`config.mk`:
```
export PLATFORM = sky130hd
export DESIGN_NAME = uni_shift_reg_flat
export DESIGN_NICKNAME = d
export VERILOG_FILES = /design/src/rtl/uni_shift_reg_pkg.sv /design/src/rtl/uni_shift_reg_if.sv /design/src/rtl/uni_shift_reg_next.sv /design/src/rtl/uni_shift_reg.sv /design/src/flat_wrapper.sv
export SDC_FILE = /design/constraint.sdc
export NUM_CORES = 1
export LEC_CHECK = 0
export ABC_CLOCK_PERIOD_IN_PS = 1600
export CORE_AREA = 2 2 39 41
export CTS_BUF_LIST = sky130_fd_sc_hd__clkbuf_8
export DETAILED_ROUTE_END_ITERATION = 6
export DIE_AREA = 0 0 41 43
export PLACE_DENSITY = 0.54
export SLEW_MARGIN = 25
export SYNTH_ARGS = -nofsm -noshare
export SYNTH_HDL_FRONTEND = slang
export SYNTH_SLANG_ARGS = --single-unit
export TNS_END_PERCENT = 1
```
`constraint.sdc`:
```
create_clock -name clk -period 1.6 [get_ports clk]
set_input_delay 0.32 -clock clk [delete_from_list [all_inputs] [get_ports clk]]
set_output_delay 0.32 -clock clk [all_outputs]
set_load 0.01 [all_outputs]
```
`src/rtl/uni_shift_reg_pkg.sv`:
```
// uni_shift_reg_pkg: shared types and constants for the universal shift register.
//   shift_op_e  - 3-bit operation select encoding (OP_HOLD .. OP_CLR = 000 .. 111)
//   SHIFT_W_DEF - default register width
package uni_shift_reg_pkg;

    localparam int SHIFT_W_DEF = 4;

    typedef enum logic [2:0] {
        OP_HOLD = 3'b000,
        OP_SRL  = 3'b001,
        OP_SLL  = 3'b010,
        OP_ROR  = 3'b011,
        OP_ROL  = 3'b100,
        OP_ASR  = 3'b101,
        OP_INV  = 3'b110,
        OP_CLR  = 3'b111
    } shift_op_e;

endpackage

```
`src/rtl/uni_shift_reg_if.sv`:
```
// uni_shift_reg_if: control/data bundle between a controller and the shift register.
//   in     - parallel load data (WIDTH)
//   Sel    - operation select (3 bits, shift_op_e encoding)
//   load   - parallel-load request, wins over Sel
//   result - registered contents (WIDTH)
// Modports: master drives in/Sel/load and observes result; slave is the register.
interface uni_shift_reg_if #(
    parameter int WIDTH = uni_shift_reg_pkg::SHIFT_W_DEF
);
    logic [WIDTH-1:0] in;
    logic [2:0]       Sel;
    logic             load;
    logic [WIDTH-1:0] result;

    modport master (output in, output Sel, output load, input result);
    modport slave  (input in, input Sel, input load, output result);
endinterface

```
`src/rtl/uni_shift_reg_next.sv`:
```
// uni_shift_next: purely combinational next-state mux for uni_shift_reg.
//   r    - current register value
//   in   - parallel load data
//   load - load request (priority over sel)
//   sel  - operation select
//   nxt  - value to be registered on the next rising edge
// Build option: UNI_SHIFT_REG_ASR_EN enables arithmetic shift right on OP_ASR;
// without it OP_ASR holds and no sign-replication path exists.
module uni_shift_next
    import uni_shift_reg_pkg::*;
#(
    parameter int WIDTH = SHIFT_W_DEF
) (
    input  logic [WIDTH-1:0] r,
    input  logic [WIDTH-1:0] in,
    input  logic             load,
    input  logic [2:0]       sel,
    output logic [WIDTH-1:0] nxt
);

    always_comb begin
        nxt = r;
        if (load) begin
            nxt = in;
        end else begin
            case (shift_op_e'(sel))
                OP_HOLD: nxt = r;
                OP_SRL:  nxt = {1'b0, r[WIDTH-1:1]};
                OP_SLL:  nxt = {r[WIDTH-2:0], 1'b0};
                OP_ROR:  nxt = {r[0], r[WIDTH-1:1]};
                OP_ROL:  nxt = {r[WIDTH-2:0], r[WIDTH-1]};
`ifdef UNI_SHIFT_REG_ASR_EN
                OP_ASR:  nxt = {r[WIDTH-1], r[WIDTH-1:1]};
`else
                OP_ASR:  nxt = r;
`endif
                OP_INV:  nxt = ~r;
                OP_CLR:  nxt = '0;
                default: nxt = r;
            endcase
        end
    end

endmodule

```
`src/rtl/uni_shift_reg.sv`:
```
// uni_shift_reg: universal shift register with parallel load and 8-op select.
//   clk - rising-edge clock
//   rst - asynchronous active-low reset, clears result immediately
//   bus - uni_shift_reg_if.slave (in, Sel, load in; result out, straight from flops)
// Build option: UNI_SHIFT_REG_ASR_EN (see uni_shift_next) enables Sel=101 as
// arithmetic shift right; otherwise Sel=101 holds.
module uni_shift_reg
    import uni_shift_reg_pkg::*;
#(
    parameter int WIDTH = SHIFT_W_DEF
) (
    input  logic          clk,
    input  logic          rst,
    uni_shift_reg_if.slave bus
);

    logic [WIDTH-1:0] r;
    logic [WIDTH-1:0] nxt;

    uni_shift_next #(.WIDTH(WIDTH)) u_next (
        .r    (r),
        .in   (bus.in),
        .load (bus.load),
        .sel  (bus.Sel),
        .nxt  (nxt)
    );

    always_ff @(posedge clk or negedge rst) begin
        if (!rst) r <= '0;
        else      r <= nxt;
    end

    assign bus.result = r;

endmodule

```
`src/flat_wrapper.sv`:
```
// flat-port wrapper written by rule: the top's interface ports become plain ports
module uni_shift_reg_flat import uni_shift_reg_pkg::*;
#(
    parameter int WIDTH = SHIFT_W_DEF
)
  (clk, rst, bus_in, bus_Sel, bus_load, bus_result);
  uni_shift_reg_if #(.WIDTH(WIDTH)) bus_i ();
  input  logic clk;
  input  logic rst;
  input wire logic [$bits(bus_i.in)-1:0] bus_in;
  input wire logic [$bits(bus_i.Sel)-1:0] bus_Sel;
  input wire logic [$bits(bus_i.load)-1:0] bus_load;
  output wire logic [$bits(bus_i.result)-1:0] bus_result;
  assign bus_i.in = bus_in;
  assign bus_i.Sel = bus_Sel;
  assign bus_i.load = bus_load;
  assign bus_result = bus_i.result;
  uni_shift_reg #(.WIDTH(WIDTH)) u_core (.clk(clk), .rst(rst), .bus(bus_i));
endmodule
```
==> impl_metrics.yaml, run 1 <==
clocking:
  numCtsBuffers: 3
  htree_levels: 1
  tritoncts: "yes"
  cts_buffer_depth: 2
  clock_sink_count: 4
  clkLatencyLatePin_ns: 0.21
  cts_hold_buf: 0
  path_clk_slew_ns: 0.03
  cts_root_buf: "clkbuf_8"
  postCtsSetupBuffers: 0
routing:
  vias: 438
  drt_wl_total_microns: 1110
  wire_per_inst_microns: 12.7
  highest_layer: "met4"
  wl_met2_microns: 545
  dr.first_iter.drc_count: 16
  drtAntennaViolNets: 0
  wl_met1_microns: 498
  dr.pass1.iters: 4
  via_per_inst: 5.03
  drc_errors: 0
  wl_met3_microns: 56
placement:
  dp_hpwl_microns: 852
  placed_cell_area_sq_um: 599
  port_buffers: 13
  globalplace.congestion: 0.763
power_and_ir_drop:
  peakVddDrop_mv: 0.549
  cellLeakagePower_nw: 0.286
  p_per_area_nw_per_um2: 781
setup_path:
  crit_buf_inv: 1
  critPathMaxFanout: 6
  slowest_delay_ns: 0.57
  cp.required_ns: 1.28
  critical_path.top_delay_family: "buffers and inverters"
  crit_path_start_kind: "flip-flop"
  end_kind: "output port"
  path_cells: "clkdlybuf4s50_1"
  worstPathArrival_ns: 1.22
  critPathSlowestCell: "clkdlybuf4s50_1"
  critPathKind: "reg -> out"
timing:
  fin_crit_ns: 1.54
  holdWs_ns: 0.312
  rsz0062_at_grt: "no"
  clock.fmax_mhz: 651
  setup_viol_count_final: 0
  worstMarginPinSlew_ns: 0.398
  fin_crit_sh_pct: 96.0
  drv_slew: 0
  hold_viol: 0
  finalClockSkew_ns: 0.00184
  maxSlewHeadroom_pct: 72.8
finish:
  largest_reg_flops: 4
  nNetsFinal: 83
  area_growth_pct: 66.3
  antenna_cells: 0
  drive_above_1_share_pct: 26.8
  finalInstanceArea_sq_um: 637
global_routing:
  antenna_found_initial: 0
  grt_pass1_wl_microns: 1810
  grt_max_degree: 10
  grt-ovfl-total: 0
  grt_pass1_vias: 440
  gr-usage-all-layers_pct: 14.9
yosys:
  synth_area_per_cell_sq_um: 8.15
  synth_seq_cells: 4
  ys_warn_count: 0
  synthesis.area_sq_um: 383
  ys_seq_area_share_pct: 26.1
  netlist_instances: 47
  syn-num-nets: 57
  ys_types: 28
floorplanning:
  std_cell_rows: 14
  coreArea_sq_um: 1380
  die-area_sq_um: 1760
  die_w_microns: 41
  io_pins: 14
  fp.dieH_microns: 43
  floorplan.initialDensity_pct: 27.7
hold_path:
  worstHoldPathType: "in -> async"
flow_run:
  maxCapViolCount: 0
status:
  status: "complete, no violations"
-- repair_timing --
action,4_1_cts,5_1_grt
gates resized for setup,3,0
endpoints found under the hold margin,0,0
setup endpoints to repair,2,0
-- worst reg2reg max path: stages, from the launching register on --
cell and delay (ns):
dfrtp_1 0.43, inv_1 0.10, mux2i_1 0.07, a2111oi_0 0.44
a2bb2oi_1 0.21
-- cell usage after synthesis (all sizes together) --
cell / n / area (sq um)
nor3: 1 / 5.00
o41ai: 1 / 8.76
a221oi: 1 / 8.76
xor2: 1 / 8.76
maj3: 1 / 11.3
or2: 1 / 6.26
a21oi: 4 / 20.0
inv: 6 / 25.0
nand2: 2 / 7.51
a211oi: 2 / 15.0
nand4b: 1 / 8.76
nor2: 3 / 11.3
buf: 2 / 16.3
nor2b: 2 / 12.5
dfrtp: 4 / 100
a2111oi: 3 / 32.5
a22oi: 1 / 7.51
a2bb2oi: 2 / 17.5
a31oi: 1 / 6.26
o21ai: 1 / 5.00
nand2b: 1 / 6.26
clkbuf: 2 / 7.51
mux2i: 2 / 20.0
a21o: 2 / 15.0
-- stage by stage --
stage                     total power (W)  instances  util [%]  TNS, ns  setup slack (ns)
after floorplan                  0.000205         47         -        0             0.184
after global placement           0.000292         84      43.3   -0.869            -0.286
after CTS                        0.000506         87      46.0        0            0.0448
after detailed placement         0.000291         84      43.3   -0.911            -0.281
after global routing             0.000529         87      46.0        0           0.00617
final                            0.000498         87      46.0        0            0.0636
-- where the power goes --
group / total, W / internal (W) / switching, W / leakage [nW]
Clock: 0.000209 / 0.000160 / 0.0000491 / 0.0216
Combinational: 0.000154 / 0.0000889 / 0.0000651 / 0.217
Sequential: 0.000134 / 0.000114 / 0.0000199 / 0.0470
Total: 0.000498 / 0.000363 / 0.000134 / 0.286
-- kinds of logic (layout without fill, tap and decap cells) --
logic type	after synthesis	after routing	synth area share [%]
DFF	4	4	26.1
and+or+nand+nor	11	11	15.0
xor gates and xnor gates	1	1	2.29
adders and majority gates	1	1	2.94
buffers and inverters	10	34	12.7
muxes	2	2	5.23
AOI/OAI and AO/OA	18	18	35.6
-- cell type report --
class	count	area, sq um
flip-flops and latches	4	100
multi-input cells	33	234
clock buffers	3	41.3
well taps	16	20.0
inverters	6	25.0
repair buffers	25	216
fillers	151	747
-- path summary, 6_finish.rpt --
check / endpoint / cells after the start / slack (ns) / from
worst max-delay path: bus_result[0] / 1 / 0.06 / u_core.bus.result[0]
worst min-delay path: u_core.bus.result[2] / 1 / 0.31 / rst
worst max register to register: u_core.bus.result[1] / 4 / 0.27 / u_core.bus.result[1]
worst min register to register: u_core.bus.result[3] / 2 / 0.63 / u_core.bus.result[3]
max in group asynchronous: u_core.bus.result[3] / 1 / 1.12 / rst
min in group clk: u_core.bus.result[3] / 2 / 0.63 / u_core.bus.result[3]
-- routing by layer --
| layer | up-vias | GRT usage (%) |
|---|---|---|
| met5 | - | 0 |
| met4 | 0 | 9.33 |
| met3 | 2 | 2.62 |
| met2 | 11 | 21.6 |
| met1 | 204 | 19.4 |
| li1 | 221 | - |
-- cells in the final DEF, fill, tap and decap left out --
master | Yosys | final
buf_4 | 0 | 12
a2bb2oi_1 | 2 | 2
inv_2 | 1 | 1
nand2b_1 | 1 | 1
or2_1 | 1 | 1
dfrtp_1 | 4 | 4
clkdlybuf4s50_1 | 0 | 10
nor2b_1 | 2 | 2
a21o_1 | 2 | 2
nand2_1 | 2 | 2
inv_1 | 4 | 4
o41ai_1 | 1 | 1
a211oi_1 | 2 | 2
o21ai_0 | 1 | 1
a2111oi_2 | 1 | 1
nor2_1 | 3 | 3
nand4b_1 | 1 | 1
a2111oi_0 | 2 | 2
a221oi_1 | 1 | 1
nor3_1 | 1 | 1
inv_4 | 1 | 1
a31oi_1 | 1 | 1
a22oi_1 | 1 | 1
a21oi_1 | 4 | 4
mux2i_1 | 2 | 2
maj3_2 | 1 | 1
dlygate4sd2_1 | 0 | 3
clkbuf_8 | 0 | 3
xor2_1 | 1 | 1
No activity file was read; power rests on OpenSTA's default activity.
==> run 2: changes to the inputs <==
--- a/config.mk
+++ b/config.mk
@@ -5,7 +5,7 @@
 export SDC_FILE = /design/constraint.sdc
 export NUM_CORES = 1
 export LEC_CHECK = 0
-export ABC_CLOCK_PERIOD_IN_PS = 1600
+export ABC_CLOCK_PERIOD_IN_PS = 1900
 export CORE_AREA = 2 2 39 41
 export CTS_BUF_LIST = sky130_fd_sc_hd__clkbuf_8
 export DETAILED_ROUTE_END_ITERATION = 6
==> constraint.sdc (replaced) <==
create_clock -name clk -period 1.9 [get_ports clk]
set_input_delay 0.38 -clock clk [delete_from_list [all_inputs] [get_ports clk]]
set_output_delay 0.38 -clock clk [all_outputs]
set_load 0.01 [all_outputs]
==> run 2 against run 1 <==
  * Sequential share of layout area is 0.28 points higher
  * Power is 15% lower
  * Non-clock buffer count is 2 lower
  * Utilization is 0.81 points lower
  * Via count is 1.4% lower
  * Global-route usage is 0.20 points higher
  * Clock skew hardly changed
  * Clock power is 12% lower
  * Largest cell class unchanged
==> impl_metrics.yaml, run 2 (synthesis gave the netlist of run 1 again) <==
power_and_ir_drop:
  clock_power_share_pct: 43.3
  peakVddDrop_mv: 0.460
  p_per_area_nw_per_um2: 678
  p_comb_share_pct: 30.1
  seqPwrFrac_pct: 26.6
  p_int_w: 0.000306
  finalPower_w: 0.000424
  cellLeakagePower_nw: 0.272
  p_sw_w: 0.000118
  swShare_pct: 27.7
global_routing:
  antenna_found_initial: 0
  gr-usage-all-layers_pct: 15.1
  grt_pass1_vias: 434
  grt_max_degree: 10
  grt_pass1_wl_microns: 1810
  grt-ovfl-total: 0
routing:
  dr.first_iter.drc_count: 6
  drc_errors: 0
  drt_wl_total_microns: 1090
  drtAntennaViolNets: 0
  via_per_inst: 5.08
  wire_per_inst_microns: 12.8
  vias: 432
  dr.pass1.iters: 4
timing:
  drv_slew: 0
  holdWs_ns: 0.374
  maxSlewHeadroom_pct: 75.4
  worstMarginPinSlew_ns: 0.360
  fin_crit_sh_pct: 90.1
  setup_viol_count_final: 0
  hold_viol: 0
  rsz0062_at_grt: "no"
  finalClockSkew_ns: 0.00224
  fin_crit_ns: 1.71
  clock.fmax_mhz: 584
  tns_ns: 0
floorplanning:
  floorplan.initialDensity_pct: 27.7
  die_w_microns: 41
  coreArea_sq_um: 1380
  fp.dieH_microns: 43
  io_pins: 14
  die-area_sq_um: 1760
  std_cell_rows: 14
finish:
  largest_reg_flops: 4
  area_growth_pct: 63.4
  final_cell_mix: "clkdlybuf4s50_1, buf_4, inv_1, a21oi_1, dfrtp_1"
  drive_above_1_share_pct: 24.6
  postLayoutCoreUtil_pct: 45.2
  nNetsFinal: 81
  antenna_cells: 0
  final_common_cell: "clkdlybuf4s50_1"
setup_path:
  cp.required_ns: 1.98
  crit_path_start_kind: "input pin"
  worstPathArrival_ns: 1.79
  end_kind: "flip-flop"
  ff2ff_path_depth: 4
  critPathKind: "in -> reg"
  rr_startpoint: "u_core.bus.result[1]"
  critPathMaxFanout: 6
  startpoint: "bus_Sel[2]"
  timing.rr.end: "u_core.bus.result[1]"
  endpoint: "u_core.bus.result[0]"
  worst-r2r-setup-slack_ns: 0.60
clocking:
  clock_sink_count: 4
  path_clk_slew_ns: 0.03
  cts_hold_buf: 0
  numCtsBuffers: 3
  tritoncts: "yes"
  cts_buffer_depth: 2
  cts_resized: 0
  clkLatencyLatePin_ns: 0.22
  postCtsSetupBuffers: 0
  cts_root_buf: "clkbuf_8"
  htree_levels: 1
placement:
  dp_hpwl_microns: 836
  port_buffers: 13
  globalplace.congestion: 0.724
status:
  status: "complete, no violations"
hold_path:
  worstHoldPathType: "in -> async"
flow_run:
  maxCapViolCount: 0
-- run 2: layer usage --
layer	global-route usage [%]	vias up	share of wire, %
met5	0	-	0
met4	6.00	0	1.7
met3	3.14	2	5.2
met2	21.6	14	46
met1	21.3	195	47
li1	-	221	-
-- run 2: how the worst min path moves through the flow --
stage                               startpoint              endpoint  cells past startpoint
after detailed placement  u_core.bus.result[3]  u_core.bus.result[3]                      2
after floorplan                            rst  u_core.bus.result[0]                      0
final                                      rst  u_core.bus.result[1]                      1
after CTS                                  rst  u_core.bus.result[2]                      1
after global routing                       rst  u_core.bus.result[2]                      1
after global placement                     rst  u_core.bus.result[2]                      1
-- run 2: cell type report --
| class | instances | area [sq um] |
|---|---|---|
| Clock buffer | 3 | 41.3 |
| Tap cell | 16 | 20.0 |
| Fill cell | 155 | 758 |
| Timing Repair Buffer | 23 | 205 |
| Sequential cell | 4 | 100 |
| Multi-Input combinational cell | 33 | 234 |
| Inverter | 6 | 25.0 |
-- run 2: worst max-delay path, stage by stage --
cell and delay, ns:
clkdlybuf4s50_1 0.60, inv_2 0.05, maj3_2 0.31, a2111oi_2 0.37, a221oi_1 0.09
-- run 2: per-stage QoR --
| step | instances | setup WS, ns | instance area, sq um |
|---|---|---|---|
| after detailed placement | 82 | -0.0344 | 584 |
| after floorplan | 47 | 0.424 | 383 |
| final | 85 | 0.188 | 626 |
| after global routing | 85 | 0.0479 | 626 |
| after global placement | 82 | -0.0271 | 584 |
| after CTS | 85 | 0.188 | 626 |
-- run 2: power groups by stage --
stage	Clock [W]	Combinational (W)	Sequential, W
detailed placement	0	0.000128	0.000114
CTS	0.000188	0.000128	0.000113
floorplan	0	0.0000584	0.000114
finish	0.000184	0.000128	0.000113
global placement	0	0.000128	0.000114
global route	0.000194	0.000143	0.000115
==> run 3: changes to the inputs <==
--- a/config.mk
+++ b/config.mk
@@ -5,12 +5,13 @@
 export SDC_FILE = /design/constraint.sdc
 export NUM_CORES = 1
 export LEC_CHECK = 0
+export ABC_AREA = 1
 export ABC_CLOCK_PERIOD_IN_PS = 1900
 export CORE_AREA = 2 2 39 41
 export CTS_BUF_LIST = sky130_fd_sc_hd__clkbuf_8
 export DETAILED_ROUTE_END_ITERATION = 6
 export DIE_AREA = 0 0 41 43
-export PLACE_DENSITY = 0.54
+export PLACE_DENSITY = 0.51
 export SLEW_MARGIN = 25
 export SYNTH_ARGS = -nofsm -noshare
 export SYNTH_HDL_FRONTEND = slang
==> run 3 against run 2 <==
  * Critical path depth is 4 lower
  * Die area stayed put
  * First-iteration DRC count is 83% higher
  * Sequential share of layout area is 2.6 points higher
  * Via count is 5.6% lower
  * Non-clock buffer count is 10 lower
  * Critical endpoint is now bus_result[2]
  * Clock-buffer cell count stayed put
==> impl_metrics.yaml, run 3 <==
clocking:
  htree_levels: 1
  postCtsSetupBuffers: 0
  clock_sink_count: 4
  clkLatencyLatePin_ns: 0.21
  cts_resized: 0
  path_clk_slew_ns: 0.03
  numCtsBuffers: 3
  cts_hold_buf: 0
  cts_buffer_depth: 2
  tritoncts: "yes"
  cts_root_buf: "clkbuf_8"
yosys:
  synth_edf_count: 0
  syn-num-nets: 70
  synth.top_cell.area_share_pct: 29.0
  async_reset_ff_share_pct: 100
  ys_warn_count: 0
  netlist_top_cells_count: "nand2_1, nor2_1, a21oi_1, inv_1"
  synth_area_per_cell_sq_um: 5.76
  synth_most_common_cell: "nand2_1"
  synthesis.area_sq_um: 345
  yosysTopAreaCell: "dfrtp_1"
  ys_seq_area_share_pct: 29.0
  synth-main-ff-cell: "dfrtp_1"
  ys_types: 12
  netlist_instances: 60
  synthTopCellsByArea: "dfrtp_1, nand2_1, a21oi_1"
  synth_seq_cells: 4
routing:
  via_per_inst: 4.43
  vias: 408
  dr.first_iter.drc_count: 11
  drc_errors: 0
  wire_per_inst_microns: 9.09
  drt_wl_total_microns: 836
  dr.pass1.iters: 4
  drtAntennaViolNets: 0
finish:
  final_common_cell: "nand2_1"
  final_cell_mix: "nand2_1, clkdlybuf4s50_1, nor2_1"
  regArea_sq_um: 100
  drive_above_1_share_pct: 10.5
  nNetsFinal: 88
  fillers: 159
  largest_reg_flops: 4
  multi_input_area_sq_um: 215
  area_growth_pct: 55.4
  finalInstanceArea_sq_um: 537
  antenna_cells: 0
status:
  status: "complete, no violations"
global_routing:
  grt_pass1_vias: 370
  grt_max_degree: 7
  grt_pass1_wl_microns: 1370
  grt-ovfl-total: 0
  gr-usage-all-layers_pct: 11.8
  antenna_found_initial: 0
timing:
  rsz0062_at_grt: "no"
  setup_viol_count_final: 0
  hold_viol: 0
  worstMarginPinSlew_ns: 0.210
  tns_ns: 0
  fin_crit_ns: 1.55
  drv_slew: 0
  fin_crit_sh_pct: 81.8
  finalClockSkew_ns: 0.000770
  clock.fmax_mhz: 644
  layout_setup_ws_ns: 0.346
  maxSlewHeadroom_pct: 85.9
hold_path:
  worstHoldPathType: "in -> async"
setup_path:
  slowest_delay_ns: 0.56
  critPathMaxFanout: 5
  cp.required_ns: 1.52
  crit_path_start_kind: "flip-flop"
  end_kind: "output port"
  critPathKind: "reg -> out"
  worstPathArrival_ns: 1.17
  critPathSlowestCell: "clkdlybuf4s50_1"
  critical_path.top_delay_family: "buffers and inverters"
  crit_buf_inv: 1
  worst-r2r-setup-slack_ns: 0.98
  path_cells: "clkdlybuf4s50_1"
floorplanning:
  io_pins: 14
  floorplan.initialDensity_pct: 25.0
  die-area_sq_um: 1760
  std_cell_rows: 14
  coreArea_sq_um: 1380
  die_w_microns: 41
  fp.dieH_microns: 43
power_and_ir_drop:
  cellLeakagePower_nw: 0.263
  finalPower_w: 0.000390
  p_per_area_nw_per_um2: 727
  peakVddDrop_mv: 0.390
placement:
  placed_cell_area_sq_um: 495
  dp_hpwl_microns: 681
  port_buffers: 13
  globalplace.congestion: 0.768
  pre_cts_slack_ns: 0.313
flow_run:
  maxCapViolCount: 0
-- run 3: where the power goes --
group          switching (W)  internal (W)  total, W  leakage, nW
clock network      0.0000385      0.000135  0.000173       0.0216
registers          0.0000135     0.0000971  0.000111       0.0483
logic              0.0000512     0.0000553  0.000106        0.193
-- run 3: layer usage --
layer  wire (microns)  global-route usage [%]
met1              385                    14.7
met2              414                    15.9
met3               36                    3.14
met4                0                    10.0
met5                0                       0
-- run 3: cells by family after synthesis --
| family | share of synthesized area (%) |
|---|---|
| AOI/OAI and AO/OA | 15.9 |
| buffers and inverters | 8.70 |
| DFF | 29.0 |
| and+or+nand+nor | 46.4 |
-- run 3: worst paths after layout --
kind / startpoint / end / cells after the start
max in group asynchronous: rst / u_core.bus.result[3] / 1
setup reg to reg: u_core.bus.result[3] / u_core.bus.result[0] / 6
min in group clk: u_core.bus.result[3] / u_core.bus.result[3] / 2
setup / recovery: u_core.bus.result[2] / bus_result[2] / 1
hold / removal: rst / u_core.bus.result[2] / 1
hold reg to reg: u_core.bus.result[3] / u_core.bus.result[3] / 2
-- run 3: area by class of cell --
cell class	count	area share (%)
multi-input cells	48	40.1
clock buffers	3	7.69
flip-flops and latches	4	18.6
repair buffers	13	24.2
inverters	8	5.59
well taps	16	3.73
-- run 3: per-stage QoR --
step,std cells,utilization [%],hold slack [ns]
after CTS,92,38.8,0.369
after global placement,89,35.8,0.572
after detailed placement,89,35.8,0.564
after floorplan,60,-,0.0844
final,92,38.8,0.367
after global routing,92,38.8,0.378
